**src/rtl/seg7_pkg.sv**
```systemverilog
// Shared types and constants for the seven-segment scan display: FSM state
// encoding, special segment patterns and the digit-to-segment encoder.
package seg7_pkg;

  typedef enum logic [1:0] {
    ST_IDLE    = 2'd0,
    ST_CAPTURE = 2'd1,
    ST_SHIFT   = 2'd2,
    ST_COMMIT  = 2'd3
  } seg7_state_e;

  // Segment order {a,b,c,d,e,f,g}, active-low.
  localparam logic [6:0] SEG_BLANK = 7'b1111111;
  localparam logic [6:0] SEG_DASH  = 7'b1111110;

  function automatic logic [6:0] seg_encode(input logic [3:0] d);
    logic [6:0] s;
    case (d)
      4'd0:    s = 7'b0000001;
      4'd1:    s = 7'b1001111;
      4'd2:    s = 7'b0010010;
      4'd3:    s = 7'b0000110;
      4'd4:    s = 7'b1001100;
      4'd5:    s = 7'b0100100;
      4'd6:    s = 7'b0100000;
      4'd7:    s = 7'b0001111;
      4'd8:    s = 7'b0000000;
      4'd9:    s = 7'b0000100;
      default: s = SEG_BLANK;
    endcase
    return s;
  endfunction

endpackage

```
**src/rtl/bin2bcd_seq.sv**
```systemverilog
// Sequential shift-add-3 binary-to-BCD converter: one CAPTURE cycle, DATA_W
// SHIFT cycles, one COMMIT cycle. bcd/ovf are the working values, valid while done.
module bin2bcd_seq
  import seg7_pkg::*;
#(
  parameter int DATA_W = 32,
  parameter int DIGITS = 4
) (
  input  logic                  clk,
  input  logic                  rst_n,
  input  logic                  start,
  input  logic [DATA_W-1:0]     din,
  output logic                  busy,
  output logic                  done,
  output logic [4*DIGITS-1:0]   bcd,
  output logic                  ovf,
  output seg7_state_e           state_dbg
);

  localparam int CNT_W = $clog2(DATA_W + 1);

  // Handshake: start is a level request, accepted only in IDLE; busy is high
  // from CAPTURE through COMMIT; done is a one-cycle pulse during COMMIT.
  seg7_state_e            state_q, state_d;
  logic [DATA_W-1:0]      bin_q, bin_d;
  logic [4*DIGITS-1:0]    acc_q, acc_d, adj;
  logic                   ovf_work_q, ovf_work_d;
  logic [CNT_W-1:0]       cnt_q, cnt_d;

  always_ff @(posedge clk or negedge rst_n) begin
    if (!rst_n) state_q <= ST_IDLE;
    else        state_q <= state_d;
  end

  always_comb begin
    state_d = state_q;
    case (state_q)
      ST_IDLE:    if (start) state_d = ST_CAPTURE;
      ST_CAPTURE: state_d = ST_SHIFT;
      ST_SHIFT:   if (cnt_q == CNT_W'(1)) state_d = ST_COMMIT;
      ST_COMMIT:  state_d = ST_IDLE;
      default:    state_d = ST_IDLE;
    endcase
  end

  always_comb begin
    busy      = (state_q != ST_IDLE);
    done      = (state_q == ST_COMMIT);
    state_dbg = state_q;
    bcd       = acc_q;
    ovf       = ovf_work_q;
  end

  always_comb begin
    adj = acc_q;
    for (int i = 0; i < DIGITS; i++) begin
      if (acc_q[4*i +: 4] >= 4'd5) adj[4*i +: 4] = acc_q[4*i +: 4] + 4'd3;
    end
  end

  always_comb begin
    bin_d      = bin_q;
    acc_d      = acc_q;
    ovf_work_d = ovf_work_q;
    cnt_d      = cnt_q;
    case (state_q)
      ST_CAPTURE: begin
        bin_d      = din;
        acc_d      = '0;
        ovf_work_d = 1'b0;
        cnt_d      = CNT_W'(DATA_W);
      end
      ST_SHIFT: begin
        // The bit leaving the top digit is a carry into 10^DIGITS.
        {acc_d, bin_d} = {adj, bin_q} << 1;
        ovf_work_d     = ovf_work_q | adj[4*DIGITS-1];
        cnt_d          = cnt_q - CNT_W'(1);
      end
      default: ;
    endcase
  end

  always_ff @(posedge clk or negedge rst_n) begin
    if (!rst_n) begin
      bin_q      <= '0;
      acc_q      <= '0;
      ovf_work_q <= 1'b0;
      cnt_q      <= '0;
    end else begin
      bin_q      <= bin_d;
      acc_q      <= acc_d;
      ovf_work_q <= ovf_work_d;
      cnt_q      <= cnt_d;
    end
  end

endmodule

```
**src/rtl/seg7_scan_display.sv**
```systemverilog
// Multiplexed seven-segment driver: channel select, periodic BCD re-conversion,
// digit scanning. Define SEG7_LEADING_ZERO_BLANK_EN to blank leading zeros.
module seg7_scan_display
  import seg7_pkg::*;
#(
  parameter int DATA_W      = 32,
  parameter int NCH         = 4,
  parameter int DIGITS      = 4,
  parameter int SCAN_DIV    = 100000,
  parameter int REFRESH_DIV = 1000000
) (
  input  logic                      clk_pre,
  input  logic                      reset,
  input  logic [NCH*DATA_W-1:0]     ch_data,
  input  logic [$clog2(NCH)-1:0]    ch_sel,
  output logic [DIGITS-1:0]         an,
  output logic [6:0]                seg,
  output logic [4*DIGITS-1:0]       bcd_out,
  output logic                      ovf,
  output logic                      busy,
  output seg7_state_e               state_dbg
);

  localparam int SEL_W  = $clog2(NCH);
  localparam int IDX_W  = (DIGITS > 1) ? $clog2(DIGITS) : 1;
  localparam int SCAN_W = (SCAN_DIV > 1) ? $clog2(SCAN_DIV) : 1;
  localparam int REF_W  = (REFRESH_DIV > 1) ? $clog2(REFRESH_DIV) : 1;

  logic [SEL_W-1:0]     sel_q, sel_d, sel_eff;
  logic [REF_W-1:0]     ref_cnt_q, ref_cnt_d;
  logic [SCAN_W-1:0]    scan_cnt_q, scan_cnt_d;
  logic [IDX_W-1:0]     idx_q, idx_d;
  logic                 pend_q, pend_d;
  logic [4*DIGITS-1:0]  bcd_q, bcd_d;
  logic                 ovf_q, ovf_d;
  logic [DIGITS-1:0]    an_q, an_d;
  logic [6:0]           seg_q, seg_d;

  logic                 req, start;
  logic                 eng_busy, eng_done, eng_ovf;
  logic [4*DIGITS-1:0]  eng_bcd;
  logic [3:0]           cur_digit;
  logic                 lead_blank;

  bin2bcd_seq #(.DATA_W(DATA_W), .DIGITS(DIGITS)) u_bin2bcd (
    .clk       (clk_pre),
    .rst_n     (reset),
    .start     (start),
    .din       (ch_data[sel_q*DATA_W +: DATA_W]),
    .busy      (eng_busy),
    .done      (eng_done),
    .bcd       (eng_bcd),
    .ovf       (eng_ovf),
    .state_dbg (state_dbg)
  );

  always_comb begin
    sel_eff = (int'(ch_sel) < NCH) ? ch_sel : '0;
    sel_d   = sel_eff;
    // A select change and a refresh tick in the same cycle merge into one request.
    req     = (sel_eff != sel_q) || (ref_cnt_q == REF_W'(REFRESH_DIV - 1));
    start   = req || pend_q;
    pend_d  = eng_busy ? (pend_q || req) : 1'b0;

    ref_cnt_d  = (ref_cnt_q == REF_W'(REFRESH_DIV - 1)) ? '0 : ref_cnt_q + REF_W'(1);
    scan_cnt_d = (scan_cnt_q == SCAN_W'(SCAN_DIV - 1)) ? '0 : scan_cnt_q + SCAN_W'(1);
    idx_d      = idx_q;
    if (scan_cnt_q == SCAN_W'(SCAN_DIV - 1))
      idx_d = (idx_q == IDX_W'(DIGITS - 1)) ? '0 : idx_q + IDX_W'(1);

    bcd_d = eng_done ? eng_bcd : bcd_q;
    ovf_d = eng_done ? eng_ovf : ovf_q;
  end

  always_comb begin
    cur_digit  = bcd_q[idx_q*4 +: 4];
    lead_blank = 1'b0;
`ifdef SEG7_LEADING_ZERO_BLANK_EN
    lead_blank = (idx_q != '0);
    for (int j = 0; j < DIGITS; j++) begin
      if (j >= int'(idx_q) && bcd_q[4*j +: 4] != 4'd0) lead_blank = 1'b0;
    end
`endif
    an_d = ~(DIGITS'(1) << idx_q);
    if (ovf_q)           seg_d = SEG_DASH;
    else if (lead_blank) seg_d = SEG_BLANK;
    else                 seg_d = seg_encode(cur_digit);
  end

  always_ff @(posedge clk_pre or negedge reset) begin
    if (!reset) begin
      sel_q      <= '0;
      ref_cnt_q  <= '0;
      scan_cnt_q <= '0;
      idx_q      <= '0;
      pend_q     <= 1'b0;
      bcd_q      <= '0;
      ovf_q      <= 1'b0;
      an_q       <= ~DIGITS'(1);
      seg_q      <= 7'b0000001;
    end else begin
      sel_q      <= sel_d;
      ref_cnt_q  <= ref_cnt_d;
      scan_cnt_q <= scan_cnt_d;
      idx_q      <= idx_d;
      pend_q     <= pend_d;
      bcd_q      <= bcd_d;
      ovf_q      <= ovf_d;
      an_q       <= an_d;
      seg_q      <= seg_d;
    end
  end

  assign an      = an_q;
  assign seg     = seg_q;
  assign bcd_out = bcd_q;
  assign ovf     = ovf_q;
  assign busy    = eng_busy;

endmodule

```
**config.mk**
```make
export PLATFORM = sky130hd
export DESIGN_NAME = seg7_scan_display
export DESIGN_NICKNAME = d
export VERILOG_FILES = /design/src/rtl/seg7_pkg.sv /design/src/rtl/bin2bcd_seq.sv /design/src/rtl/seg7_scan_display.sv
export SDC_FILE = /design/constraint.sdc
export NUM_CORES = 1
export LEC_CHECK = 0
export CAP_MARGIN = 20
export CORE_AREA = 2 2 116 118
export CTS_CLUSTER_SIZE = 24
export DETAILED_ROUTE_END_ITERATION = 8
export DIE_AREA = 0 0 118 120
export PLACE_DENSITY_LB_ADDON = 0.2
export SLEW_MARGIN = 20
export SYNTH_ARGS = -nofsm -noshare
export SYNTH_HDL_FRONTEND = slang
export SYNTH_SLANG_ARGS = --single-unit
```
**constraint.sdc**
```tcl
create_clock -name clk_pre -period 3.65 [get_ports clk_pre]
set_clock_uncertainty 0.2 [all_clocks]
set_input_delay 1.095 -clock clk_pre [delete_from_list [all_inputs] [get_ports clk_pre]]
set_output_delay 1.095 -clock clk_pre [all_outputs]
set_load 0.05 [all_outputs]
```
* After elaboration in Yosys (flattened, before gate mapping) *
Memories as Yosys holds them, arrays and structs flattened.
Cells that the tools add are included.

operators by class
  $add $sub $neg = 8
  $lt $le $gt $ge = 4
  eq/ne operators = 10
  shift-type cells = 3
  multiplexer cells = 16
  bitwise logic cells = 2
  reductions and logical operators = 6

operators by type and width
  kind                                                                    number
  128-bit by 8-bit indexed part select with 32-bit output                 1
  32-bit one-hot mux with 2 select lines                                  1
  16-bit one-hot mux with 2 select lines                                  1
  20-bit by 1-bit adder with 20-bit output (second input constant)        1
  20-bit == test (second input constant)                                  1
  20-bit 2-to-1 mux                                                       1
  17-bit by 1-bit adder with 17-bit output (second input constant)        1
  17-bit == test (second input constant)                                  1
  17-bit 2-to-1 mux                                                       1
  4-bit by 2-bit adder with 4-bit output (second input constant)          4
  4-bit by 3-bit >= comparator with 1-bit output (second input constant)  4
  4-bit 2-to-1 mux                                                        4
  16-bit by 5-bit indexed part select with 4-bit output                   1
  6-bit one-hot mux with 2 select lines                                   1
  2-bit one-hot mux with 4 select lines                                   1
  7-bit 2-to-1 mux                                                        1
  2-bit == test (second input constant)                                   3
  6-bit by 1-bit == test with 1-bit output (second input constant)        1
  2-bit 2-to-1 mux                                                        3
  6-bit by 1-bit subtractor with 6-bit output (second input constant)     1
  4-bit NOT                                                               1
  2-bit nonzero test                                                      2
  1-bit by 2-bit << shifter with 4-bit output (first input constant)      1
  2-bit by 1-bit adder with 2-bit output (second input constant)          1
  10 further kinds                                                        11

word-level totals
  register bits = 127
  bits in read-only memories = 112
  input port bits = 132
  output and inout bits = 31
  memories kept = 1

memory list
  memory           depth  bits a word  rd ports  clocked after memory_dff  write ports  line            source
  (no name shown)  16     7            1         0                         0            seg7_pkg.sv:18  case (d)

* Longest topological paths before layout *
  depth in word-level cells = 5
  depth in mapped cells = 8
  depth with buffers taken out = 7

* Modules after synthesis *
Synthesis repeated with hierarchy kept, for this count alone.

second synthesis, totals
  cells, all modules = 616
  area total of the unflattened synthesis = 6972.9 um^2

by module, submodules not included
  module             times used  cells an instance  area each (um^2)
  seg7_scan_display  1           320                4003.8
  bin2bcd_seq        1           296                2969.1

* Least setup slack after synthesis *
No wires, ideal clock.

  path type = register -> output
  start = register u_bin2bcd.state_q[0], in the netlist u_bin2bcd.state_dbg[0]
  end = output busy
  data arrival time = 1.406 ns
  setup slack = 0.949 ns
  cell stages (with the launch flop) = 4
  path buffers = 0
  cells stage by stage = dfrtp_1 > inv_1 > ha_1 > inv_1

on the way
  cells in the longest elaborated chain, start to end = 1

RTL lines
  element                 line                     source
  from (decl)             bin2bcd_seq.sv:24        seg7_state_e state_q, state_d;
  from (signal assigned)  bin2bcd_seq.sv:32        else state_q <= state_d;
  2-bit nonzero test      bin2bcd_seq.sv:47        busy = (state_q != ST_IDLE);
  to (decl)               seg7_scan_display.sv:20  output logic busy,

Every way passes these cells.

* Worst setup path after layout *
Same ends and word-level chain as after synthesis.

==> results_dict.tcl <==
set metrics [dict create \
    syn_area_um2 6890 \
    grt_start_max_net_pins 63 \
    grt_setup_unrepaired "no" \
    finalSetupViolations 0 \
    cts.path.max_buffers 2 \
    synth.yosys.seq_area_share_pct 46.2 \
    maxSlewViolCount 0 \
    maxSlewHeadroom_pct 45.1 \
    drive_above_1_share_pct 15.2 \
    place_hpwl_um 11300 \
    fmaxAchievable_ghz 0.303 \
    comb_power_share_pct 29.5 \
    buffer_ports.inserted 162 \
    tritoncts "done" \
    yosys_most_used_dff "sky130_fd_sc_hd__dfrtp_1" \
    chipHeight_um 120 \
    clock_tree.root_cell "sky130_fd_sc_hd__clkbuf_16" \
    synth_seq_cells 127 \
    holdBufCountCts 0 \
    drt-initial-drc-count 265 \
    syn2layout_area_growth_pct 34.3 \
    detail_route.wirelength_um 15200 \
    cts_setup_buffers 0 \
    asyncSetResetFlopFracSynth_pct 100 \
    cts_htree_levels 4 \
    ios 163 \
    vias 5196 \
    synth_cells 598 \
    ctsResizeCount 0 \
    mostFrequentLayoutCell "sky130_fd_sc_hd__clkdlybuf4s50_1" \
    share_clk_of_total_power_pct 34.2 \
    power.density_cell_area_nw_per_um2 527 \
    crit_type "flop to output port" \
    total_neg_setup_slack_ns 0 \
    antennaDiodeCount 0 \
    timing.critical_path.fanout_max 5 \
    layout_common_cells "161 x sky130_fd_sc_hd__clkdlybuf4s50_1, 122 x sky130_fd_sc_hd__dfrtp_1, 54 x sky130_fd_sc_hd__nor2_1" \
    number_of_iterations_in_the_first_detailed_routing_pass 4 \
    hold_class "flop to flop" \
    number_of_antenna_violations_at_the_first_check_in_global_routing 0 \
    ys_warn_count 0 \
    dieWidth_um 118 \
    sw_frac_of_total_pct 33.0 \
    clk_pin_slew_ns 0.06 \
    initial_utilization_pct 53.1 \
    grt_first_pass_wirelength_um 25600 \
    net-switching-power_uw 1610 \
    path_common_cell "sky130_fd_sc_hd__inv_1" \
    nets 915 \
    number_of_violations_of_the_max_capacitance_limit 0 \
    clk-insertion-delay-late_ns 0.42 \
    worst_hold_path.num_cells 1 \
    numCtsBuffers 17 \
    aggregate_global_routing_overflow 0 \
    timing.critical_path.slowest_stage_cell "sky130_fd_sc_hd__clkdlybuf4s50_1" \
    fillCellCount 943 \
    cts_num_sinks 127 \
    vias_in_the_first_global_route 5475 \
    worst_slew_pin_slew_ns 0.823 \
    drt-vias-per-instance 5.49 \
    place_congestion 0.804 \
    min_period_ns 3.30 \
    critical_path_required_ns 2.35 \
    post-place-ws_ns 0.571 \
    ant_nets 0 \
    synth-edff-count 0 \
    route.detailed.drc 0 \
    vdd.ir_drop.worst_uv 392 \
    timing.critical_path.to_type "output port" \
    p_int_uw 3270 \
    result_of_the_run "complete, no violations" \
    syn_nets 756 \
    critical_path.cell_chain "inv_1, ha_2, inv_1, clkdlybuf4s50_1" \
    grt.total_usage_pct 22.8 \
    ys_types 53 \
    final-hold-violation-count 0 \
    seq_power_share_pct 36.3 \
    core_area_um2 13000 \
    syn_avg_cell_area_um2 11.5 \
    die-area_um2 14200 \
    crit_path_max_incr_delay_ns 0.80 \
    leakage_uw 0.00410 \
    reg2reg_depth 4 \
    critical_path.startpoint_type "flop" \
    drt_wl_cell_um 16.0 \
    period_share_pct 90.5 \
    cp.arrival_ns 2.01 \
    final_critical_path_setup_slack_ns 0.346 \
    floorplan.rows 42 \
]
cells in the mapped netlist (6+ instances only):
master,instances,area (µm²)
sky130_fd_sc_hd__nor3_1,9,45.0
sky130_fd_sc_hd__nand4_1,7,43.8
sky130_fd_sc_hd__xor2_1,9,78.8
sky130_fd_sc_hd__nand2_1,22,82.6
sky130_fd_sc_hd__o21ai_0,29,145
sky130_fd_sc_hd__clkbuf_1,17,63.8
sky130_fd_sc_hd__and3_1,8,50.1
sky130_fd_sc_hd__ha_1,26,325
sky130_fd_sc_hd__nor2_1,54,203
sky130_fd_sc_hd__buf_2,6,30.0
sky130_fd_sc_hd__inv_1,36,135
sky130_fd_sc_hd__xnor2_1,28,245
sky130_fd_sc_hd__mux2i_1,37,370
sky130_fd_sc_hd__nand3_1,15,75.1
sky130_fd_sc_hd__a21oi_1,43,215
sky130_fd_sc_hd__mux2_2,21,236
sky130_fd_sc_hd__dfrtp_1,123,3080
sky130_fd_sc_hd__mux4_2,36,811
sky130_fd_sc_hd__o22ai_1,8,50.1
logic make-up (layout without fill, tap and decap cells):
| kind of cell | Yosys count | after routing | synth area share, % |
|---|---|---|---|
| compound gates | 99 | 99 | 8.33 |
| buf+inv | 65 | 237 | 3.98 |
| mux | 94 | 94 | 20.6 |
| simple gates | 150 | 150 | 11.5 |
| fa+ha+maj | 26 | 26 | 4.72 |
| flops | 127 | 127 | 46.2 |
| xor+xnor | 37 | 37 | 4.70 |
worst paths after layout:
check	startpoint	end	slack, ns
worst max-delay path	u_bin2bcd.state_dbg[0]	busy	0.35
worst min-delay path	scan_cnt_q[0]	scan_cnt_q[0]	0.29
worst max register to register	sel_q[0]	u_bin2bcd.state_dbg[1]	1.23
worst min register to register	scan_cnt_q[0]	scan_cnt_q[0]	0.29
max in group asynchronous	reset	an[2]	1.91
min in group asynchronous	reset	ref_cnt_q[7]	0.51
critical path: cells and delay by family (launching register included):
family     cells  cell delay, ns
flops          1            0.39
fa+ha+maj      1            0.23
buf+inv        3            0.98
area by class of cell:
type | count | area (µm²) | area share (%)
tap | 176 | 220 | 2.38
timing repair buffer | 169 | 1680 | 18.2
clock inverter | 15 | 165 | 1.78
clock buffer | 17 | 425 | 4.60
inverter | 36 | 135 | 1.46
sequential | 127 | 3180 | 34.4
multi-input combinational | 406 | 3440 | 37.2
registers in the layout (all words and copies together) (netlist names):
signal / count
ref_cnt_q: 20
sel_q: 2
idx_q: 2
u_bin2bcd.bin_q: 32
an: 4
u_bin2bcd.ovf: 1
u_bin2bcd.cnt_q: 6
u_bin2bcd.bcd: 16
ovf: 1
scan_cnt_q: 17
seg: 7
bcd_out: 16
pend_q: 1
u_bin2bcd.state_dbg: 2
layer usage:
metal,global-route usage (%),up-vias,part of all wire (%)
met5,0,-,0
met4,9.11,0,2.0
met3,5.47,26,4.6
met2,40.3,154,53
met1,26.8,2542,41
li1,-,2474,-
power groups by stage:
stage               combinational [µW]  clock (µW)  sequential, µW
floorplan                          608           0            2090
global placement                  1390           0            1780
detailed placement                1440           0            1790
CTS                               1450        1700            1770
global route                      1540        1760            1800
finish                            1440        1670            1770
stage by stage:
stage	total power, µW	cells	utilization, %	hold slack [ns]	area, µm²
after floorplan	2700	598	-	0.232	6890
after global placement	3170	914	66.8	0.252	8660
after detailed placement	3230	914	66.8	0.279	8660
after CTS	4920	946	71.3	0.293	9260
after global routing	5100	946	71.3	0.313	9260
final	4880	946	71.3	0.291	9260
Note: power is estimated with default switching activity, not from simulation.
